$ cat config.mk
export PLATFORM = sky130hd
export DESIGN_NAME = burst_addr_decoder
export DESIGN_NICKNAME = d
export VERILOG_FILES = /design/src/rtl/burst_addr_decoder.sv
export SDC_FILE = /design/constraint.sdc
export NUM_CORES = 1
export LEC_CHECK = 0
export CAP_MARGIN = 0
export CORE_AREA = 3 3 96 98
export CTS_CLUSTER_SIZE = 10
export DETAILED_ROUTE_END_ITERATION = 12
export DIE_AREA = 0 0 99 101
export PLACE_DENSITY = 0.67
export SYNTH_ARGS = -nofsm -noshare
export SYNTH_HDL_FRONTEND = slang
export SYNTH_SLANG_ARGS = --single-unit
$ cat constraint.sdc
create_clock -name aclk -period 2.58 [get_ports aclk]
set_input_delay 0.516 -clock aclk [delete_from_list [all_inputs] [get_ports aclk]]
set_output_delay 0.516 -clock aclk [all_outputs]
set_load 0.01 [all_outputs]
$ cat src/rtl/burst_addr_decoder.sv
// AXI-style burst address decoder: expands one FIXED/INCR/WRAP request into per-beat
// word/byte offsets inside a 2^(OffsetWidth+2)-byte window. WRAP support is built only with BURST_ADDR_DECODER_WRAP_EN.
module burst_addr_decoder #(
    parameter logic [31:0] BaseAddr    = 32'h0000_0000,
    parameter int          OffsetWidth = 6
) (
    input  logic                   aclk,
    input  logic                   aresetn,
    input  logic                   a_valid,
    output logic                   a_ready,
    input  logic [31:0]            a_addr,
    input  logic [7:0]             a_len,
    input  logic [1:0]             a_burst,
    output logic                   b_valid,
    input  logic                   b_ready,
    output logic [OffsetWidth-1:0] word_offset,
    output logic [1:0]             byte_offset,
    output logic                   b_last,
    output logic                   b_error
);

    typedef enum logic {IDLE, BURST} state_e;
    localparam logic [1:0] FIXED = 2'd0;
    localparam logic [1:0] INCR  = 2'd1;
    localparam logic [1:0] WRAP  = 2'd2;

    state_e      state_q, state_d;
    logic [31:0] addr_q, addr_d;
    logic [7:0]  cnt_q, cnt_d;
    logic [7:0]  len_q, len_d;
    logic [1:0]  mode_q, mode_d;
    logic        illegal_q, illegal_d;

    logic        accept, advance;
    logic        wrap_bad, req_illegal;
    logic [31:0] wrap_mask, next_addr;

    assign accept  = a_valid && (state_q == IDLE);
    assign advance = b_ready && (state_q == BURST);

    always_ff @(posedge aclk or negedge aresetn) begin
        if (!aresetn) begin
            state_q   <= IDLE;
            addr_q    <= '0;
            cnt_q     <= '0;
            len_q     <= '0;
            mode_q    <= FIXED;
            illegal_q <= 1'b0;
        end else begin
            state_q   <= state_d;
            addr_q    <= addr_d;
            cnt_q     <= cnt_d;
            len_q     <= len_d;
            mode_q    <= mode_d;
            illegal_q <= illegal_d;
        end
    end

    always_comb begin
        state_d = state_q;
        case (state_q)
            IDLE:    if (accept) state_d = BURST;
            BURST:   if (advance && cnt_q == 8'd0) state_d = IDLE;
            default: state_d = IDLE;
        endcase
    end

    // Illegal bursts still walk an INCR sequence so the consumer sees every beat, all flagged.
    always_comb begin
`ifdef BURST_ADDR_DECODER_WRAP_EN
        wrap_bad = !(a_len inside {8'd1, 8'd3, 8'd7, 8'd15}) || (a_addr[1:0] != 2'b00) ||
                   (({24'd0, a_len} + 32'd1) > (32'd1 << OffsetWidth));
`else
        wrap_bad = 1'b1;
`endif
        req_illegal = (a_burst == 2'd3) || ((a_burst == WRAP) && wrap_bad);
    end

    always_comb begin
        wrap_mask = {22'd0, len_q, 2'b11};
        case (mode_q)
            FIXED:   next_addr = addr_q;
            WRAP:    next_addr = (addr_q & ~wrap_mask) | ((addr_q + 32'd4) & wrap_mask);
            default: next_addr = (addr_q & ~32'd3) + 32'd4;
        endcase
    end

    always_comb begin
        addr_d    = addr_q;
        cnt_d     = cnt_q;
        len_d     = len_q;
        mode_d    = mode_q;
        illegal_d = illegal_q;
        if (accept) begin
            addr_d    = a_addr;
            cnt_d     = a_len;
            len_d     = a_len;
            mode_d    = req_illegal ? INCR : a_burst;
            illegal_d = req_illegal;
        end else if (advance && cnt_q != 8'd0) begin
            addr_d = next_addr;
            cnt_d  = cnt_q - 8'd1;
        end
    end

    always_comb begin
        a_ready     = (state_q == IDLE);
        b_valid     = (state_q == BURST);
        word_offset = '0;
        byte_offset = '0;
        b_last      = 1'b0;
        b_error     = 1'b0;
        if (state_q == BURST) begin
            word_offset = addr_q[OffsetWidth+1:2];
            byte_offset = addr_q[1:0];
            b_last      = (cnt_q == 8'd0);
            b_error     = illegal_q || (addr_q[31:OffsetWidth+2] != BaseAddr[31:OffsetWidth+2]);
        end
    end

endmodule

==> impl_metrics.csv <==
group,metric,value,unit
global_routing,grt_pass1_vias,2589,
finish,diodes,0,
critical_path,timing.critical_path.to_type,"primary output",
yosys,synth_edf_count,0,
detailed_routing,dr_wl_met3,295,microns
yosys,ys_seq_area_share,44.4,%
detailed_routing,wl,7580,microns
yosys,synth_top_flop_cell,"dfrtp_1",
floorplan,die-width,99,microns
critical_path,cp_data_required_time,2.06,ns
detailed_routing,vias,2638,
detailed_routing,met2_length,3650,microns
yosys,synth_common_cells,"nand2_1, dfrtp_1, nand3_1, o211ai_1, nor2_1",
placed_design,port_buffers,57,
placed_design,dpl.hpwl,5530,microns
critical_path,r2r_start,"cnt_q[0]$_DFFE_PN0P_",
critical_path,crit_start,"addr_q[22]$_DFFE_PN0P_",
yosys,postSynthCellCount,333,
critical_path,cp-start-kind,"flop",
sta,finalSetupViolations,0,
placed_design,place_inst,489,
critical_path,cp_max_fo,7,
global_routing,grt_first_pass_wirelength,12800,microns
detailed_routing,wl_met1,3530,microns
placed_design,post-place-ws,0.168,ns
sta,clock_skew,0.0121,ns
clock_tree,cts_max_path_buffers,2,
floorplan,row_count,34,
sta,slew_headroom,55.0,%
yosys,synth_area_per_cell,8.80,sq um
floorplan,fp.dieH,101,microns
finish,instances_no_fill,500,
run_status,status,"finished clean",
detailed_routing,antenna_left,0,
detailed_routing,drt-initial-drc-count,113,
clock_tree,htreeDepth,2,
power_and_ir_drop,ir_drop,0.314,mV
sta,min_period,2.48,ns
yosys,netlist_area,2930,sq um
clock_tree,cts_inserted_buffers,5,
floorplan,start_util,34.3,%
finish,layout.nets,440,
yosys,syn_nets,382,
sta,hold_viol,0,
clock_tree,clock_sinks,52,
clock_tree,path_clk_slew,0.10,ns
power_and_ir_drop,p_per_area,884,nW/um^2
detailed_routing,drc,0,
detailed_routing,wl_per_cell,15.2,microns
yosys,yosysUniqueCellTypes,46,
placed_design,place_area,3640,sq um
finish,final_cell_area,3780,sq um
detailed_routing,drtPass1Iterations,4,
sta,setup_tns,0,ns
yosys,synth_seq_cells,52,
yosys,synth_area_leader_cell,"dfrtp_1",
global_routing,track_usage,15.8,%
clock_tree,clock_latency,0.32,ns
power_and_ir_drop,cellLeakagePower,1.54,nW
yosys,yosysTopAreaCellShare,44.4,%
global_routing,grt_overflow,0,
critical_path,r2r_cells,9,
flow_run,maxCapViolations,0,
critical_path,cp.arrival,1.96,ns
sta,slew_viol_final,0,
detailed_routing,dr.max_layer_used,"met4",
critical_path,path_class,"flop to primary output",
floorplan,boundaryPins,58,
global_routing,grt_antenna_before_repair,0,
clock_tree,cts_tree,"built",
sta,max_freq,404,MHz
floorplan,coreArea,8550,sq um
yosys,yosysMostFrequentCell,"nand2_1",
floorplan,die_area,10000,sq um
yosys,async_reset_ff_share,100,%
placed_design,gp_congestion,0.806,
yosys,synth_area_leaders,"dfrtp_1, nand2_1, nand3_1",
sta,fin_crit_sh,96.1,%
finish,area_growth_syn_to_layout,29.1,%
sta,setup_ws,0.102,ns
global_routing,grt_max_degree,53,
yosys,ys_warn_count,0,
finish,drive_gt1_share,9.44,%
sta,tightestPinTransition,0.675,ns
detailed_routing,via_per_inst,5.28,
worst_hold_path,hold_path.class,"input pin to async pin",
clock_tree,clockRootBuffer,"clkbuf_8",
layer usage:
layer / global-route usage, % / vias up
met5: 0 / -
met4: 3.99 / 0
met3: 2.84 / 7
met2: 25.9 / 51
met1: 21.6 / 1263
li1: - / 1317
metrics by stage:
stage | total power [mW] | utilization [%] | hold WS [ns]
floorplan | 2.31 | - | 0.220
global placement | 2.76 | 42.6 | 0.461
detailed placement | 2.82 | 42.6 | 0.466
CTS | 3.35 | 43.9 | 0.340
global route | 3.62 | 44.2 | 0.353
finish | 3.34 | 44.2 | 0.311
layout make-up:
| type | count | area, sq um |
|---|---|---|
| Inverter | 3 | 11.3 |
| Timing Repair Buffer | 68 | 672 |
| Multi-Input combinational cell | 261 | 1570 |
| Sequential cell | 52 | 1300 |
| Tap cell | 108 | 135 |
| Clock inverter | 3 | 28.8 |
| Clock buffer | 5 | 68.8 |
| Fill cell | 868 | 4770 |
power by group:
group	switching [mW]	leakage (nW)	total [mW]	internal, mW
Sequential	0.433	0.626	1.61	1.18
Combinational	0.572	0.862	1.23	0.655
Clock	0.299	0.0511	0.504	0.205
Total	1.30	1.54	3.34	2.04
cells by family after synthesis:
group	after synthesis	synth area share (%)
XOR/XNOR	10	2.99
AND/OR/NAND/NOR	183	31.9
AO/OA/AOI/OAI	59	14.2
flip-flops	52	44.4
multiplexers	6	2.09
adder cells (fa/ha/maj)	3	1.28
buffers and inverters	20	3.16
worst max-delay path, cell delays in order (launching register included):
cell	delay, ns
dfrtp_2	0.45
or4_1	0.52
nor4_2	0.20
a41oi_2	0.15
dlygate4sd2_1	0.32
path summary, 6_finish.rpt:
| check | end | slack (ns) |
|---|---|---|
| hold reg to reg | len_q[2]$_DFFE_PN0P_ | 0.50 |
| hold / removal | addr_q[17]$_DFFE_PN0P_ | 0.31 |
| min in group aclk | len_q[2]$_DFFE_PN0P_ | 0.50 |
| max in group asynchronous | addr_q[22]$_DFFE_PN0P_ | 1.76 |
| setup / recovery | b_error | 0.10 |
| setup reg to reg | addr_q[21]$_DFFE_PN0P_ | 0.40 |
repair_timing:
item / 4_1_cts / 5_1_grt
endpoints found under the setup margin: 2 / 1
buffers inserted: 1 / 2
gates resized for setup: 2 / 3
hold endpoints to repair: 0 / 0
hold buffers: 0 / 0
gates cloned: 0 / 0
pin swaps: 0 / 1
cell usage in the layout, fill, tap and decap left out, types with 5 or more instances in the layout:
master and count:
or4_1 5, nand3_1 31, nand2_1 78, a21oi_1 10, mux2i_1 5, o21ai_0 11, xor2_1 8, o211ai_1 20
nor4_1 6, o311ai_0 7, clkbuf_8 5, buf_4 9, nor2_1 15, dfrtp_1 51, and2_1 11, and3_1 8
clkdlybuf4s50_1 55, nand4_1 7
(Power assumes the default switching activity.)
